File: config.mk
export PLATFORM = sky130hd
export DESIGN_NAME = input_conditioner
export DESIGN_NICKNAME = d
export VERILOG_FILES = /design/src/rtl/input_conditioner.sv
export SDC_FILE = /design/constraint.sdc
export NUM_CORES = 1
export LEC_CHECK = 0
export CAP_MARGIN = 10
export CORE_ASPECT_RATIO = 0.7
export CORE_MARGIN = 3
export CORE_UTILIZATION = 50
export CTS_BUF_LIST = sky130_fd_sc_hd__clkbuf_8
export CTS_CLUSTER_DIAMETER = 60
export CTS_CLUSTER_SIZE = 40
export DETAILED_ROUTE_END_ITERATION = 8
export GPL_ROUTABILITY_DRIVEN = 1
export GPL_TIMING_DRIVEN = 1
export HOLD_SLACK_MARGIN = 0.03
export MAX_ROUTING_LAYER = met4
export PLACE_DENSITY = 0.63
export SYNTH_ARGS = -nofsm -noshare
export SYNTH_HDL_FRONTEND = slang
export SYNTH_SLANG_ARGS = --single-unit
File: constraint.sdc
create_clock -name i_clk_36MHz -period 2.35 [get_ports i_clk_36MHz]
set_input_delay 0.235 -clock i_clk_36MHz [delete_from_list [all_inputs] [get_ports i_clk_36MHz]]
set_output_delay 0.235 -clock i_clk_36MHz [all_outputs]
set_load 0.01 [all_outputs]
File: src/rtl/input_conditioner.sv
// rtl/input_conditioner.sv - button synchronizer, debouncer, edge strobes and left/right auto-repeat (INPUT_AUTOREPEAT_EN)
module input_conditioner #(
    parameter int DEBOUNCE_CYCLES = 360000,
    parameter int REPEAT_DELAY    = 10800000,
    parameter int REPEAT_PERIOD   = 3600000
) (
    input  logic i_clk_36MHz,
    input  logic i_reset,
    input  logic i_left,
    input  logic i_right,
    input  logic i_shoot,
    input  logic i_start,
    output logic o_left,
    output logic o_right,
    output logic o_left_pulse,
    output logic o_right_pulse,
    output logic o_shoot_pulse,
    output logic o_start_pulse,
    output logic o_start_debounced
);

    localparam int DB_W = $clog2(DEBOUNCE_CYCLES + 1);
    localparam logic [DB_W-1:0] DB_LAST = DB_W'(DEBOUNCE_CYCLES - 1);

`ifdef INPUT_AUTOREPEAT_EN
    localparam int RPT_MAX = (REPEAT_DELAY > REPEAT_PERIOD) ? REPEAT_DELAY : REPEAT_PERIOD;
    localparam int RPT_W   = $clog2(RPT_MAX + 1);
    localparam logic [RPT_W-1:0] RPT_DELAY_LAST  = RPT_W'(REPEAT_DELAY - 1);
    localparam logic [RPT_W-1:0] RPT_PERIOD_LAST = RPT_W'(REPEAT_PERIOD - 1);
    typedef enum logic [1:0] {S_IDLE, S_DELAY, S_REPEAT} rpt_state_t;
`else
    logic w_unused_rpt_params;
    assign w_unused_rpt_params = ^{32'(REPEAT_DELAY), 32'(REPEAT_PERIOD)};
`endif

    // Channel order in all vectors: 0 left, 1 right, 2 shoot, 3 start
    logic [3:0]      w_raw;
    logic [3:0]      r_sync1;
    logic [3:0]      r_sync2;
    logic [3:0]      r_state;
    logic [DB_W-1:0] r_db_cnt [4];
    logic [1:0]      r_edge_d;
    logic            r_shoot_pulse;
    logic            r_start_pulse;
    logic            w_lock;
    logic [1:0]      w_dir_eff;
    logic [1:0]      w_dir_pulse;

    assign w_raw = {i_start, i_shoot, i_right, i_left};

    // Two-flop synchronizers feeding per-channel debounce counters
    always_ff @(posedge i_clk_36MHz) begin
        if (i_reset) begin
            r_sync1 <= '0;
            r_sync2 <= '0;
            r_state <= '0;
            for (int i = 0; i < 4; i++) r_db_cnt[i] <= '0;
        end else begin
            r_sync1 <= w_raw;
            r_sync2 <= r_sync1;
            for (int i = 0; i < 4; i++) begin
                if (r_sync2[i] == r_state[i]) begin
                    r_db_cnt[i] <= '0;
                end else if (r_db_cnt[i] == DB_LAST) begin
                    r_state[i]  <= ~r_state[i];
                    r_db_cnt[i] <= '0;
                end else begin
                    r_db_cnt[i] <= r_db_cnt[i] + DB_W'(1);
                end
            end
        end
    end

    // Rising-edge strobes for shoot and start, never repeated
    always_ff @(posedge i_clk_36MHz) begin
        if (i_reset) begin
            r_edge_d      <= '0;
            r_shoot_pulse <= 1'b0;
            r_start_pulse <= 1'b0;
        end else begin
            r_edge_d      <= r_state[3:2];
            r_shoot_pulse <= r_state[2] & ~r_edge_d[0];
            r_start_pulse <= r_state[3] & ~r_edge_d[1];
        end
    end

    // Both directions held at once cancel each other out
    assign w_lock    = r_state[0] & r_state[1];
    assign w_dir_eff = r_state[1:0] & ~{2{w_lock}};

    for (genvar g = 0; g < 2; g++) begin : g_dir
        logic r_pulse;
`ifdef INPUT_AUTOREPEAT_EN
        rpt_state_t       r_fsm;
        rpt_state_t       w_fsm_nxt;
        logic [RPT_W-1:0] r_rpt_cnt;
        logic [RPT_W-1:0] w_rpt_cnt_nxt;
        logic             w_fire;

        // Repeat FSM state, counter and registered move strobe
        always_ff @(posedge i_clk_36MHz) begin
            if (i_reset) begin
                r_fsm     <= S_IDLE;
                r_rpt_cnt <= '0;
                r_pulse   <= 1'b0;
            end else begin
                r_fsm     <= w_fsm_nxt;
                r_rpt_cnt <= w_rpt_cnt_nxt;
                r_pulse   <= w_fire;
            end
        end

        // Press fires immediately, then after the delay, then every period; release or lockout idles silently
        always_comb begin
            w_fsm_nxt     = r_fsm;
            w_rpt_cnt_nxt = r_rpt_cnt + RPT_W'(1);
            w_fire        = 1'b0;
            case (r_fsm)
                S_IDLE: begin
                    w_rpt_cnt_nxt = '0;
                    if (w_dir_eff[g]) begin
                        w_fsm_nxt = S_DELAY;
                        w_fire    = 1'b1;
                    end
                end
                S_DELAY: begin
                    if (!w_dir_eff[g]) begin
                        w_fsm_nxt     = S_IDLE;
                        w_rpt_cnt_nxt = '0;
                    end else if (r_rpt_cnt == RPT_DELAY_LAST) begin
                        w_fsm_nxt     = S_REPEAT;
                        w_rpt_cnt_nxt = '0;
                        w_fire        = 1'b1;
                    end
                end
                S_REPEAT: begin
                    if (!w_dir_eff[g]) begin
                        w_fsm_nxt     = S_IDLE;
                        w_rpt_cnt_nxt = '0;
                    end else if (r_rpt_cnt == RPT_PERIOD_LAST) begin
                        w_rpt_cnt_nxt = '0;
                        w_fire        = 1'b1;
                    end
                end
                default: begin
                    w_fsm_nxt     = S_IDLE;
                    w_rpt_cnt_nxt = '0;
                end
            endcase
        end
`else
        logic r_eff_d;

        // Single strobe on each effective press edge
        always_ff @(posedge i_clk_36MHz) begin
            if (i_reset) begin
                r_eff_d <= 1'b0;
                r_pulse <= 1'b0;
            end else begin
                r_eff_d <= w_dir_eff[g];
                r_pulse <= w_dir_eff[g] & ~r_eff_d;
            end
        end
`endif
        assign w_dir_pulse[g] = r_pulse;
    end

    // A strobe in flight is dropped if the direction has just been released or locked out
    assign o_left            = w_dir_eff[0];
    assign o_right           = w_dir_eff[1];
    assign o_left_pulse      = w_dir_pulse[0] & w_dir_eff[0];
    assign o_right_pulse     = w_dir_pulse[1] & w_dir_eff[1];
    assign o_shoot_pulse     = r_shoot_pulse;
    assign o_start_pulse     = r_start_pulse;
    assign o_start_debounced = r_state[3];

endmodule
== Word level (Yosys, flattened, before mapping) ==
Memory sizes are Yosys's and may differ from the RTL's.
Index checks and enable logic that the tools add are counted.
Operators by class
  add/sub/neg operators: 4
  equality and inequality tests: 8
  multiplexer cells: 58
  bitwise gates (word level): 33
  reduce and logical (&&, ||, !) cells: 4
Operator list (count)
  $mux W19: 12
  $add A19 B1 Y19 const B: 4
  $eq A19 B19 Y1 const B: 4
  $mux W1: 46
  $not A1 Y1: 12
  $or A1 B1 Y1: 12
  $reduce_and A2 Y1: 4
  $and A1 B1 Y1: 7
  $eq A1 B1 Y1: 4
  $and A2 B2 Y2: 1
  $not A2 Y2: 1
Word-level totals
  bits in registers: 20
  bits in writable memories: 76
  bits of input ports: 6
  memories kept: 1
Memories
  r_db_cnt: words 4, bits a word 19, rd ports 4, clocked after memory_dff 0, wr ports 4, RTL line 41  | logic [DB_W-1:0] r_db_cnt [4];

== Longest topological paths before layout ==
Gate-level depths: netlist of the first run.
An unclocked memory read counts as a cell.
  word-level depth: 8
  mapped depth: 6

== Worst setup path after synthesis of the first run ==
Ideal clock, no wire load.
  path type: register -> register
  from: mem r_db_cnt[2][7] (netlist name)
  to: mem r_db_cnt[2][2] (netlist name), data pin
  library setup time: 0.254 ns
  data arrival time: 1.868 ns
  required time: 2.096 ns
  path slack: 0.227 ns
  stages on the path, launching flop included: 6
  clock period less this slack: 2.123 ns
  cell sequence: edfxtp_1 > or4b_1 > or4_4 > o21ai_4 > buf_6 > nor2_1
RTL lines (RTL line)
  from (decl): 41

==> results.cfg, run 1 <==
[status]
status = finished, final reports clean

[clock_network]
cts_hold_buf = 0
clk_pin_slew_ns = 0.09
cts_sinks = 96
cts_resized = 0
cts_root_buf = clkbuf_8
cts_made_buffers = 9
clock_latency_ns = 0.36
cts.path.max_buffers = 2
htreeDepth = 3
cts_tree = done
postCtsSetupBuffers = 0

[drt]
ant_nets = 0
drtIter0Drc = 181
routed_wl_um = 8540
viasPerCell = 5.00
route.detailed.drc = 0
dr.pass1.iters = 4
wl_per_cell_um = 12.4
vias = 3440

[synth]
synth_most_common_cell = nor2_1
ys_seq_area_frac = 0.553
synth-edff-count = 76
synth_ff_type = edfxtp_1
synth_top_area_frac = 0.470
ys_types = 43
ys_top_cells_by_area = edfxtp_1 47%, dfxtp_1 8.2%, xnor2_1 7.4%
netlist_area_sq_mm = 0.00485
ys_seq_elements = 96
syn_avg_cell_area_sq_um = 10.5
yosysTopAreaCell = edfxtp_1
yosys_warnings = 0
syn_inst = 461
synthTopCellsByCount = 78 x nor2_1, 76 x edfxtp_1, 41 x xnor2_1, 29 x nand3_1, 26 x nand4_1
synth_async_sr_flop_share = 0

[setup_path]
r2r-end = r_db_cnt[2][15]
crit_arrival_ns = 2.22
required_ns = 2.46
crit_type = reg2reg
reg2reg_from = r_db_cnt[2][8]
end_kind = flop
cp-startpoint = r_db_cnt[2][8]
worstPathMaxFanout = 17
ff2ff_setup_slack_ns = 0.24
reg2reg_depth = 5
cp-start-kind = flop

[floorplanning]
die_x_um = 124
start_util = 0.525
dieArea_sq_mm = 0.0109
die_height_um = 88.4
rows = 29
coreArea_sq_mm = 0.00925
io_pins = 13

[global_routing]
grt_pass1_vias = 3253
grt_max_degree = 23
grt_usage = 0.177
grt_antenna_before_repair = 0
grt_pass1_wl_um = 14800
grt-ovfl-total = 0

[hold_path]
hp-class = reg2reg
holdPathStages = 1
hold_end = o_shoot_pulse
hold_start = r_edge_d[0]

[placed_design]
place_inst = 672
portBuffers = 12
gp_congestion = 0.788
place_hpwl_um = 6130

[sta]
tns_ns = 0
rsz0062_at_grt = no
whs_ns = 0.383
timing.final.crit_share = 0.896
setup_viol = 0
relSlewSlack = 0.512
clock_skew_ns = 0.00773
hold_viol_final = 0
worstMarginPinSlew_ns = 0.725
slew_violations = 0
period_minus_slack_ns = 2.11
fmax_mhz = 475

[cells_and_area]
insertedDiodeCount = 0
layout-drive-gt1-share = 0.0567
nNetsFinal = 569
fin_cells = 688
area_growth_pct = 16.7
n_fill_cell = 814
regArea_sq_mm = 0.00268
multi_input_area_sq_mm = 0.00234

[power]
vdd_drop_max_uv = 391
power_mw = 3.20
leakage_nw = 1.99
cellPowerDensity_mw_per_mm2 = 565

[run]
drv_cap = 0
critical path: stages (launching register included):
cell,delay (ns)
edfxtp_1,0.39
or4b_1,0.55
or4_4,0.54
o21ai_4,0.17
buf_12,0.16
nor2_1,0.05
logic make-up after synthesis:
logic type / Yosys count / share of synthesized area
and+or+nand+nor: 240 / 0.255
DFF: 96 / 0.553
xor gates and xnor gates: 60 / 0.108
AOI/OAI and AO/OA: 27 / 0.0371
buffers and inverters: 27 / 0.0229
muxes: 6 / 0.0126
adders and majority gates: 4 / 0.0103
other: 1 / 0.000772
area by class of cell:
cell class,count,area share
multi-input cells,413,0.413
repair buffers,23,0.0402
clock buffers,11,0.0267
flip-flops and latches,96,0.473
clock inverters,5,0.00839
inverters,16,0.0106
well taps,124,0.0274
through the flow:
stage	area [sq um]	util	setup slack [ns]
after floorplan	5140	-	0.227
after global placement	5470	0.591	0.303
after detailed placement	5470	0.591	0.265
after CTS	5670	0.612	0.236
after global routing	5670	0.612	0.148
final	5670	0.612	0.244
power breakdown:
part           internal, mW  leakage, nW  switching, mW
clock network         0.540        0.112          0.551
logic                0.0670        0.935         0.0827
registers              1.89        0.947         0.0676
layer usage:
metal,GRT usage,vias to the layer above,part of all wire
met4,0.0553,0,0.013
li1,-,1788,-
met2,0.256,59,0.43
met5,-,-,0
met3,0.0409,11,0.039
met1,0.247,1582,0.52
cells in the final DEF (no fill, tap or decap), drive strengths merged, types with 2 or more instances in the layout:
cell type and instances:
nor2b 18, clkdlybuf4s50 12, o21ai 10, clkinv 2, and4 5, nand3 29
a21oi 9, ha 4, nand2 18, and2 4, nand4 26, nor4 18
dfxtp 20, inv 18, xor2 19, nor2 78, o41ai 2, conb 76
nand2b 5, clkbuf 11, edfxtp 76, and3 10, mux2i 5, or3 5
or4 3, or4b 2, nor3 15, buf 11, xnor2 41
state kept, by name, summed over array words and instances, names as in the netlist, 2 cells and up:
name and count:
r_sync1 4, r_state 4, g_dir.r_eff_d 2, r_db_cnt 76, r_edge_d 2, r_sync2 4
g_dir.r_pulse 2
how the worst max path moves through the flow:
stage                                  to
after floorplan            r_db_cnt[2][2]
after global placement    r_db_cnt[2][18]
after detailed placement  r_db_cnt[2][18]
after CTS                 r_db_cnt[2][13]
after global routing      r_db_cnt[1][18]
final                     r_db_cnt[2][15]
(Power assumes the default switching activity.)
==> inputs of run 2 (changes only) <==
Settings changed: HOLD_SLACK_MARGIN 0.03 to 0.02.
==> results of run 2 <==
Final layout, timing and power as in run 1 (identical DEF).
